File: src/rtl/arst_sync_pkg.sv
`timescale 1ns/1ps
// Shared defaults and sizing helper for the reset conditioner.
package arst_sync_pkg;

  localparam int ARST_SYNC_STAGES_DEF = 2;
  localparam int ARST_HOLD_CYCLES_DEF = 4;

  // Hold counter must reach HOLD_CYCLES; keep at least one bit so the
  // declaration stays legal when no hold is requested.
  function automatic int cnt_width(input int hold_cycles);
    return (hold_cycles < 1) ? 1 : $clog2(hold_cycles + 1);
  endfunction

endpackage

File: src/rtl/arst_sync_chain.sv
`timescale 1ns/1ps
// Async-clear shift chain with a constant-1 input: deasserts synchronously,
// clears immediately whenever rst_ni falls.
module arst_sync_chain #(
  parameter int STAGES = 2
) (
  input  logic clk,
  input  logic rst_ni,
  output logic sync_o
);

  if (STAGES < 2) begin : g_bad_stages
    $error("arst_sync_chain: STAGES must be >= 2");
  end

  (* ASYNC_REG = "TRUE", dont_touch = "true" *)
  logic [STAGES-1:0] sync_q;
  logic [STAGES-1:0] sync_d;

  // Shift a constant 1 in from the bottom of the chain.
  always_comb begin
    sync_d = {sync_q[STAGES-2:0], 1'b1};
  end

  // Chain register; the only reset value is the async clear.
  always_ff @(posedge clk or negedge rst_ni) begin
    if (!rst_ni) sync_q <= '0;
    else         sync_q <= sync_d;
  end

  assign sync_o = sync_q[STAGES-1];

endmodule

File: src/rtl/arst_sync_const_p.sv
`timescale 1ns/1ps
// Reset conditioner: asynchronous assert, synchronous deassert, and a fixed
// minimum low time of SYNC_STAGES + HOLD_CYCLES clk edges after rst_i rises.
module arst_sync_const_p
  import arst_sync_pkg::*;
#(
  parameter int SYNC_STAGES = ARST_SYNC_STAGES_DEF,
  parameter int HOLD_CYCLES = ARST_HOLD_CYCLES_DEF
) (
  input  logic clk,
  input  logic rst_i,
  output logic rst_o
);

  if (SYNC_STAGES < 2) begin : g_bad_stages
    $error("arst_sync_const_p: SYNC_STAGES must be >= 2");
  end
  if (HOLD_CYCLES < 0) begin : g_bad_hold
    $error("arst_sync_const_p: HOLD_CYCLES must be >= 0");
  end

  logic sync_w;

  arst_sync_chain #(
    .STAGES (SYNC_STAGES)
  ) u_chain (
    .clk    (clk),
    .rst_ni (rst_i),
    .sync_o (sync_w)
  );

  if (HOLD_CYCLES == 0) begin : g_no_hold
    // The last synchronizer flop already is a clean flop output.
    assign rst_o = sync_w;
  end else begin : g_hold
    localparam int CNT_W = cnt_width(HOLD_CYCLES);
    localparam logic [CNT_W-1:0] HOLD_MAX  = CNT_W'(HOLD_CYCLES);
    // rst_o_q is itself a flop, so it must be armed one edge before the
    // counter saturates to rise exactly on edge SYNC_STAGES + HOLD_CYCLES.
    localparam logic [CNT_W-1:0] HOLD_LAST = CNT_W'(HOLD_CYCLES - 1);

    logic [CNT_W-1:0] cnt_q;
    logic [CNT_W-1:0] cnt_d;
    logic             rst_o_q;
    logic             rst_o_d;

    // Count edges after the synchronizer releases, saturating at HOLD_CYCLES.
    always_comb begin
      cnt_d = cnt_q;
      if (sync_w && (cnt_q < HOLD_MAX)) cnt_d = cnt_q + CNT_W'(1);
    end

    // Release the output on the final hold edge and keep it high afterwards.
    always_comb begin
      rst_o_d = sync_w && (cnt_q >= HOLD_LAST);
    end

    // Counter and output flops, cleared asynchronously with the chain.
    always_ff @(posedge clk or negedge rst_i) begin
      if (!rst_i) begin
        cnt_q   <= '0;
        rst_o_q <= 1'b0;
      end else begin
        cnt_q   <= cnt_d;
        rst_o_q <= rst_o_d;
      end
    end

    assign rst_o = rst_o_q;
  end

endmodule

File: config.mk
export PLATFORM = sky130hd
export DESIGN_NAME = arst_sync_const_p
export DESIGN_NICKNAME = d
export VERILOG_FILES = /design/src/rtl/arst_sync_pkg.sv /design/src/rtl/arst_sync_chain.sv /design/src/rtl/arst_sync_const_p.sv
export SDC_FILE = /design/constraint.sdc
export NUM_CORES = 1
export LEC_CHECK = 0
export ABC_AREA = 1
export BUFFER_PORTS_ARGS = -buffer_cell sky130_fd_sc_hd__buf_4
export CORE_AREA = 4 4 41 43
export DETAILED_ROUTE_END_ITERATION = 16
export DIE_AREA = 0 0 45 47
export GPL_ROUTABILITY_DRIVEN = 1
export SLEW_MARGIN = 15
export SYNTH_ARGS = -nofsm -noshare
export SYNTH_HDL_FRONTEND = slang
export SYNTH_SLANG_ARGS = --single-unit
export TNS_END_PERCENT = 10
File: constraint.sdc
create_clock -name clk -period 1.07 [get_ports clk]
set_input_delay 0.214 -clock clk [delete_from_list [all_inputs] [get_ports clk]]
set_output_delay 0.214 -clock clk [all_outputs]
set_load 0.01 [all_outputs]
# Word-level counts from Yosys, hierarchy flattened
# Cells that the tools add are included.
# totals
inputBits	2
word_cells	8
ff_bits	6
out_inout_bits	1
# op_classes
add_sub_neg	1
order_cmp	2
reduce_logical	2
# op_table
cell	n
adder 3 x 1 -> 3 bit, second input constant	1
>= comparator 3 x 2 -> 1 bit, second input constant	1
< comparator 3 bit, second input constant	1
logical AND 1 bit	2

# Logic depth before layout (Yosys ltp)
# Gate-level depths: netlist (run 1).
# depth
ltp_word	2
mapped_depth	4
ltp_nobuf	4

# Modules after synthesis
# Synthesis (run 1) repeated with hierarchy kept, for this count alone.
# unflattened
hier_cells	22
area_unflattened_um2	245.2
# modules_own_cells
module	instances	cells_each	seq_area_each_um2	area_per_inst_um2
arst_sync_const_p	1	19	100.1	191.4
arst_sync_chain	1	3	50.0	53.8

# Worst setup path after synthesis (run 1)
# OpenSTA, ideal clock, no wires.
# synth_path
path_type	register to register
from	register g_hold.cnt_q[0]
to	register g_hold.cnt_q[2]
required_ns	0.996
n_path_buf	0
arrival_time_ns	0.964
synth_period_minus_slack_ns	1.038
stages_incl_launch_ff	4
slack_ns	0.032
setup_ns	0.074
path_cell_list	dfrtp_1 ha_1 ha_1 o21ai_2
# synth_via
elab_chain_cells	2
word_cells_on_any_way	3
classes_between	add/sub: 1; order compare: 1; reduce/logical: 1
# synth_rtl
item	line	rtl
start, declared	arst_sync_const_p.sv:42	logic [CNT_W-1:0] cnt_q;
start signal, assigned	arst_sync_const_p.sv:64	cnt_q <= cnt_d;
< comparator 3 bit	arst_sync_const_p.sv:50	if (sync_w && (cnt_q < HOLD_MAX)) cnt_d = cnt_q + CNT_W'(1);
logical AND 1 bit	arst_sync_const_p.sv:50	
# Several ways; a longest one is shown, not always the timed one.
# A chain may end at the register's enable or synchronous reset.

# Final worst setup path (run 1)
# Same ends and word-level chain as after synthesis.

==> flow_summary.json, run 1 <==
{
  "outcome": "completed",
  "path_max_fanout": 2,
  "cts_tree": "yes",
  "clockRootBuffer": "clkbuf_4",
  "htreeDepth": 1,
  "initial_core_util_pct": 18.8,
  "vias": 170,
  "multi_input_area_sq_um": 92.6,
  "routed_wl_microns": 368,
  "cp_cell_sequence": "ha_2 > ha_1 > o21ai_2",
  "diodes": 0,
  "cp-start-kind": "flip-flop",
  "drt_pass1_iterations": 2,
  "cap_violations": 0,
  "cp_num_buf_inv": 0,
  "avgSynthCellArea_sq_um": 11.1,
  "yosysUniqueCellTypes": 11,
  "timing.final.crit_period_ps": 1010,
  "finalSetupViolCount": 0,
  "regArea_sq_um": 150,
  "track_usage_pct": 5.73,
  "peakVddDrop_mv": 0.868,
  "tns_ps": 0,
  "crit_family": "adder cells",
  "final_antenna_net_count": 0,
  "drive_gt1_share_pct": 48.4,
  "gr-total-overflow": 0,
  "synthCells": 22,
  "synth_top_area_cell": "dfrtp_1",
  "syn_nets": 26,
  "rows": 13,
  "critPathRequiredTime_ps": 1240,
  "clock_path_buffers": 2,
  "hold_class": "in2async",
  "finalCritPeriodShare_pct": 94.4,
  "cpMaxStageDelayCell": "dfrtp_1",
  "regToRegSetupSlack_ps": 60,
  "seq_power_share_pct": 42.1,
  "core_area_sq_mm": 0.00130,
  "grt_first_pass_wirelength_microns": 745,
  "layout_setup_ws_ps": 60.3,
  "hold_violations": 0,
  "nets": 37,
  "slew_violations": 0,
  "critPathArrivalTime_ps": 1180,
  "path_clk_slew_ps": 40,
  "dpl_cell_area_sq_um": 294,
  "skew_ps": 1.47,
  "nFillCells": 140,
  "synthToLayoutAreaGrowth_pct": 38.3,
  "die_height_microns": 47,
  "synth_top_area_share_pct": 61.2,
  "max_freq_ghz": 0.990,
  "ys_ff_latch": 6,
  "p_sw_share_pct": 26.1,
  "cts_buffers": 3,
  "synth.area.top_cells": "dfrtp_1 61%, ha_1 10%, nand2_1 7.7%",
  "viasPerCell": 3.70,
  "grt_max_degree": 7,
  "crit_type": "reg2reg",
  "power_mw": 0.702,
  "slowest_delay_ps": 380,
  "globalplace.congestion": 0.738,
  "wl_per_cell_microns": 8.00,
  "pin_count": 3,
  "clockPowerShare_pct": 28.5,
  "clkSinkCount": 6,
  "power_density_mw_per_mm2": 2070,
  "holdWs_ps": 326,
  "io_buffers": 2,
  "ys_warn_count": 0,
  "first_global_vias": 188,
  "end_kind": "flip-flop",
  "insertion_delay_ps": 240,
  "p_switching_mw": 0.183,
  "die-width_microns": 45,
  "ys_seq_area_share_pct": 61.2,
  "antenna_found_initial": 0,
  "cellLeakagePower_nw": 0.168,
  "place_ws_ps": 17.0,
  "p_int_mw": 0.519,
  "drc": 0,
  "final_area_sq_um": 339,
  "dr.first_iter.drc_count": 1,
  "syn_area_sq_um": 245,
  "power.share.combinational_pct": 29.4,
  "grt_setup_unrepaired": "false",
  "die_area_sq_mm": 0.00212
}
[layout by cell type, fill, tap and decap left out]
cell / instances
inv_2: 2
conb_1: 1
a21oi_2: 1
dfrtp_1: 6
o21ai_2: 1
nand2_1: 5
nand3b_1: 1
clkbuf_4: 3
dlygate4sd3_1: 1
ha_2: 1
buf_4: 5
nand3_1: 1
ha_1: 1
nor2_2: 1
nand2_2: 1
[stage by stage]
step / utilization [%] / instances
2_1_floorplan: - / 22
3_3_place_gp: 22.6 / 41
3_5_place_dp: 22.6 / 41
4_1_cts: 25.1 / 45
5_1_grt: 26.1 / 46
6_report: 26.1 / 46
[worst reg2reg max path: stages, from the launching register on]
cell and delay (ps):
dfrtp_1 380, ha_2 180, ha_1 280, o21ai_2 110
[power groups by stage]
| stage | Combinational, mW | Sequential (mW) | Clock [mW] |
|---|---|---|---|
| 2_1_floorplan | 0.0770 | 0.304 | 0 |
| 3_3_place_gp | 0.173 | 0.296 | 0 |
| 3_5_place_dp | 0.172 | 0.298 | 0 |
| 4_1_cts | 0.179 | 0.294 | 0.214 |
| 5_1_grt | 0.236 | 0.300 | 0.229 |
| 6_report | 0.207 | 0.296 | 0.200 |
[final cells by class]
type,instances,share of cell area (%)
clock buffers,3,6.64
inverters,2,2.21
multi-input cells,14,27.3
well taps,15,5.54
flip-flops and latches,6,44.3
repair buffers,6,14.0
[cells in the mapped netlist, drive strengths merged]
cell / count
a21oi: 1
o21ai: 1
conb: 1
nor2: 1
dfrtp: 6
nand2: 6
ha: 2
inv: 2
nand3b: 1
nand3: 1
[registers in the layout, summed over array words and instances, names as in the netlist]
signal and cells:
g_hold.cnt_q 3, rst_o 1, u_chain.sync_q 2
[final timing paths]
check,startpoint,to,depth (start not counted)
setup / recovery,g_hold.cnt_q[0],g_hold.cnt_q[2],3
min in group clk,u_chain.sync_q[0],u_chain.sync_q[1],0
hold / removal,rst_i,u_chain.sync_q[1],2
max in group asynchronous,rst_i,g_hold.cnt_q[2],2
hold reg to reg,u_chain.sync_q[0],u_chain.sync_q[1],0
setup reg to reg,g_hold.cnt_q[0],g_hold.cnt_q[2],3
[layer usage]
layer / wire (microns) / global-route usage, % / vias up
met5: 0 / 0 / -
li1: - / - / 87
met1: 156 / 5.35 / 79
met3: 11 / 2.30 / 2
met4: 8 / 8.77 / 0
met2: 191 / 7.91 / 2
[what timing repair did]
item                       in CTS  in global routing
hold buffers                    1                  0
buffers inserted                0                  1
resized for setup               0                  2
setup endpoints to repair       0                  2
hold endpoints to repair        6                  0
[kinds of logic after synthesis]
family,synth area share [%]
simple gates,16.8
buf+inv,3.06
other cells,1.53
fa+ha+maj,10.2
flops,61.2
compound gates,7.14
(Power assumes the default switching activity.)
==> run 2: changes to the inputs <==
--- a/config.mk
+++ b/config.mk
@@ -11,6 +11,7 @@
 export DETAILED_ROUTE_END_ITERATION = 16
 export DIE_AREA = 0 0 45 47
 export GPL_ROUTABILITY_DRIVEN = 1
+export SETUP_SLACK_MARGIN = 0.3
 export SLEW_MARGIN = 15
 export SYNTH_ARGS = -nofsm -noshare
 export SYNTH_HDL_FRONTEND = slang
==> run 2 against run 1 <==
Compared with the run above:
- critical path type unchanged
- clock skew up 1.5 ps
- register-to-register slack about the same
- maximum frequency up 0.68%
- critical endpoint unchanged
==> flow_summary.json, run 2 (synthesis gave the netlist of run 1 again) <==
{
  "nets": 36,
  "final_cell_mix": "6 x dfrtp_1, 5 x nand2_1, 4 x buf_4",
  "globalplace.congestion": 0.622,
  "clock_path_buffers": 2,
  "track_usage_pct": 4.78,
  "final_antenna_net_count": 0,
  "rows": 13,
  "core_area_sq_mm": 0.00130,
  "cp_cell_sequence": "ha_2 > ha_4 > o21ai_2",
  "grt_first_pass_wirelength_microns": 627,
  "clkSinkCount": 6,
  "viasPerCell": 3.51,
  "outcome": "completed",
  "routed_wl_microns": 328,
  "cts_tree": "yes",
  "finalSetupViolCount": 0,
  "largest_reg_flops": 3,
  "final_area_sq_um": 349,
  "crit_type": "reg2reg",
  "hpwl_microns": 262,
  "dpl_cell_area_sq_um": 297,
  "skew_ps": 2.97,
  "nFillCells": 141,
  "grt_max_degree": 7,
  "multi_input_area_sq_um": 110,
  "instances_no_fill": 45,
  "initial_core_util_pct": 18.8,
  "path_max_fanout": 2,
  "cellLeakagePower_nw": 0.161,
  "insertion_delay_ps": 240,
  "first_global_vias": 155,
  "hold_violations": 0,
  "hold_class": "in2async",
  "die-width_microns": 45,
  "io_buffers": 2,
  "timing.final.crit_period_ps": 1000,
  "synthToLayoutAreaGrowth_pct": 42.3,
  "die_height_microns": 47,
  "diodes": 0,
  "tns_ps": 0,
  "finalCritPeriodShare_pct": 93.7,
  "die_area_sq_mm": 0.00212,
  "grt_setup_unrepaired": "true",
  "max_freq_ghz": 0.997,
  "cts_buffers": 3,
  "vias": 158,
  "dp.cells": 39,
  "critPathArrivalTime_ps": 1130,
  "top_register": "g_hold.cnt_q",
  "regArea_sq_um": 150,
  "cpMaxStageDelayCell": "dfrtp_1",
  "cap_violations": 0,
  "slew_violations": 0,
  "wl_per_cell_microns": 7.29,
  "fin_util_pct": 26.8,
  "drive_gt1_share_pct": 50.0,
  "pin_count": 3,
  "power_density_mw_per_mm2": 1970,
  "dr.first_iter.drc_count": 1,
  "antenna_found_initial": 0,
  "drc": 0,
  "critPathRequiredTime_ps": 1200,
  "peakVddDrop_mv": 0.746,
  "cp-start-kind": "flip-flop",
  "htreeDepth": 1,
  "path_clk_slew_ps": 40,
  "final_common_cell": "dfrtp_1",
  "clockRootBuffer": "clkbuf_4",
  "drt_pass1_iterations": 2,
  "slowest_delay_ps": 380,
  "end_kind": "flip-flop",
  "power_mw": 0.689,
  "gr-total-overflow": 0
}
==> run 2: cell count changes in the layout (fill, tap and decap cells not counted) <==
cell,delta
buf_4,-1
ha_4,+1
nor2_2,-1
ha_1,-1
nor2_4,+1
==> run 2: final timing paths <==
path                                   startpoint                end  slack, ps  depth (start not counted)
worst min-delay path                        rst_i    g_hold.cnt_q[2]        310                          2
max in group asynchronous                   rst_i    g_hold.cnt_q[1]        640                          2
min in group clk                u_chain.sync_q[0]  u_chain.sync_q[1]        350                          0
worst max-delay path              g_hold.cnt_q[0]    g_hold.cnt_q[2]         70                          3
worst min register to register  u_chain.sync_q[0]  u_chain.sync_q[1]        350                          0
worst max register to register    g_hold.cnt_q[0]    g_hold.cnt_q[2]         70                          3
==> run 2: power by group <==
group	leakage [nW]	switching, mW	internal (mW)
sequential	0.0682	0.0260	0.271
combinational	0.0785	0.0829	0.109
clock	0.0138	0.0742	0.126
total	0.161	0.183	0.506
==> run 2: worst max-delay path, delay by kind of cell (launching register included) <==
family | cells | cell delay, ps
AO/OA/AOI/OAI | 1 | 40
adder cells (fa/ha/maj) | 2 | 470
flip-flops | 1 | 380
==> run 2: per-layer routing <==
metal  share of wire [%]  wire, microns  vias to the layer above  track usage (%)
met5                   0              0                        -                0
met3                  14             46                        0             5.75
li1                    -              -                       84                -
met4                   0              0                        0             1.75
met1                  48            158                       67             5.35
met2                  38            123                        7             5.37
==> run 2: final cells by class <==
type / instances / area share, %
Timing Repair Buffer: 5 / 11.5
Multi-Input combinational cell: 14 / 31.5
Sequential cell: 6 / 43.0
Inverter: 2 / 2.15
Tap cell: 15 / 5.38
Clock buffer: 3 / 6.45
==> run 2: repair_timing <==
action | in CTS | in global routing
hold buffers | 1 | 0
hold endpoints to repair | 6 | 0
setup buffers | 2 | 0
setup endpoints to repair | 5 | 5
pin swaps | 0 | 1
resized for setup | 0 | 1
==> run 2: metrics by stage <==
| stage | setup WS [ps] | hold WS (ps) |
|---|---|---|
| 3_3_place_gp | 66.4 | 24.4 |
| 2_1_floorplan | 91.9 | -81.6 |
| 5_1_grt | 50.2 | 333 |
| 4_1_cts | 74.1 | 311 |
| 6_report | 67.2 | 312 |
| 3_5_place_dp | 56.5 | 25.6 |
==> run 3: changes to the inputs <==
--- a/config.mk
+++ b/config.mk
@@ -11,6 +11,8 @@
 export DETAILED_ROUTE_END_ITERATION = 16
 export DIE_AREA = 0 0 45 47
 export GPL_ROUTABILITY_DRIVEN = 1
+export PLACE_DENSITY = 0.44
+export REMOVE_ABC_BUFFERS = 1
 export SETUP_SLACK_MARGIN = 0.3
 export SLEW_MARGIN = 15
 export SYNTH_ARGS = -nofsm -noshare
==> run 3 against run 2 <==
Compared with the run above:
- cell area grew 2.2%
- critical path type unchanged
- worst setup slack lost 2.5 ps
- critical path depth is the same
- register-to-register slack is essentially flat
==> flow_summary.json, run 3 (synthesis gave the netlist of run 1 again) <==
{
  "outcome": "completed",
  "nFillCells": 150,
  "antenna_found_initial": 0,
  "final_common_cell": "dfrtp_1",
  "fin_util_pct": 27.4,
  "cap_violations": 0,
  "power_density_mw_per_mm2": 2060,
  "hold_class": "in2async",
  "slew_violations": 0,
  "track_usage_pct": 6.28,
  "rows": 13,
  "place_ws_ps": 9.31,
  "wl_per_cell_microns": 10.0,
  "crit_family": "adder cells",
  "critPathRequiredTime_ps": 1200,
  "hpwl_microns": 294,
  "finalCritPeriodShare_pct": 94.0,
  "tns_ps": 0,
  "regArea_sq_um": 150,
  "peakVddDrop_mv": 0.601,
  "finalSetupViolCount": 0,
  "die-width_microns": 45,
  "die_height_microns": 47,
  "final_cell_mix": "6 x dfrtp_1, 5 x nand2_1, 5 x buf_4",
  "cp-start-kind": "flip-flop",
  "diodes": 0,
  "path_max_fanout": 2,
  "synthToLayoutAreaGrowth_pct": 45.4,
  "clkSinkCount": 6,
  "max_freq_ghz": 0.995,
  "drc": 0,
  "path_clk_slew_ps": 50,
  "first_global_vias": 209,
  "clock_path_buffers": 2,
  "critPathArrivalTime_ps": 1140,
  "viasPerCell": 3.98,
  "nets": 37,
  "insertion_delay_ps": 240,
  "drive_gt1_share_pct": 51.6,
  "cp_cell_sequence": "ha_2 > ha_4 > o21ai_2",
  "cpMaxStageDelayCell": "dfrtp_1",
  "layout_setup_ws_ps": 64.6,
  "crit_type": "reg2reg",
  "dr.first_iter.drc_count": 1,
  "initial_core_util_pct": 18.8,
  "cp_num_buf_inv": 0,
  "final_antenna_net_count": 0,
  "clockRootBuffer": "clkbuf_4",
  "timing.final.crit_period_ps": 1010,
  "end_kind": "flip-flop",
  "cts_buffers": 3,
  "multi_input_area_sq_um": 110,
  "largest_reg_flops": 3,
  "drt_pass1_iterations": 2,
  "io_buffers": 2,
  "top_register": "g_hold.cnt_q",
  "routed_wl_microns": 460,
  "grt_max_degree": 7,
  "skew_ps": 2.90,
  "globalplace.congestion": 0.746,
  "die_area_sq_mm": 0.00212,
  "cellLeakagePower_nw": 0.165,
  "htreeDepth": 1,
  "grt_setup_unrepaired": "true",
  "cts_tree": "yes",
  "slowest_delay_ps": 390,
  "grt_first_pass_wirelength_microns": 834,
  "core_area_sq_mm": 0.00130,
  "power_mw": 0.736,
  "pin_count": 3,
  "gr-total-overflow": 0,
  "vias": 183,
  "hold_violations": 0
}
run 3: cell types whose count changed in the layout (fill, tap and decap cells not counted), sizes merged:
cell | previous run | this run
buf | 4 | 5
run 3: routing by layer:
metal	global-route usage, %	wire [microns]	part of all wire [%]
met1	6.25	190	41
met2	8.76	222	48
met3	3.45	26	5.7
met4	7.02	21	4.6
met5	0	0	0
run 3: what timing repair did:
| item | in CTS | in global routing |
|---|---|---|
| resized for setup | 3 | 1 |
| endpoints found under the setup margin | 5 | 5 |
| endpoints found under the hold margin | 6 | 0 |
| hold buffers | 1 | 0 |
| setup buffers | 0 | 1 |
| pin swaps | 4 | 1 |
run 3: worst reg2reg max path: stages (launching register included):
cell and delay [ps]:
dfrtp_1 390, ha_2 210, ha_4 260, o21ai_2 40
run 3: through the flow:
step	hold slack (ps)	cell area (sq um)	instances
after global placement	23.8	294	41
after detailed placement	26.7	294	41
after global routing	333	357	46
after floorplan	-81.6	245	22
final	317	357	46
after CTS	310	344	45
run 3: cell type report:
class	instances	share of cell area (%)
timing repair buffer	6	13.3
sequential	6	42.1
multi-input combinational	14	30.9
clock buffer	3	6.32
tap	15	5.26
inverter	2	2.11
run 3: where the power goes:
part / internal, mW / total, mW / switching [mW]
clock network: 0.127 / 0.209 / 0.0824
registers: 0.271 / 0.300 / 0.0285
logic: 0.132 / 0.227 / 0.0949
total: 0.530 / 0.736 / 0.206
run 3: path summary, 6_finish.rpt:
check / startpoint / to / slack, ps / cells past startpoint
worst max-delay path: g_hold.cnt_q[0] / g_hold.cnt_q[2] / 60 / 3
worst min-delay path: rst_i / u_chain.sync_q[1] / 320 / 2
worst max register to register: g_hold.cnt_q[0] / g_hold.cnt_q[2] / 60 / 3
worst min register to register: u_chain.sync_q[0] / u_chain.sync_q[1] / 350 / 0
max in group asynchronous: rst_i / rst_o / 640 / 2
min in group clk: u_chain.sync_q[0] / u_chain.sync_q[1] / 350 / 0
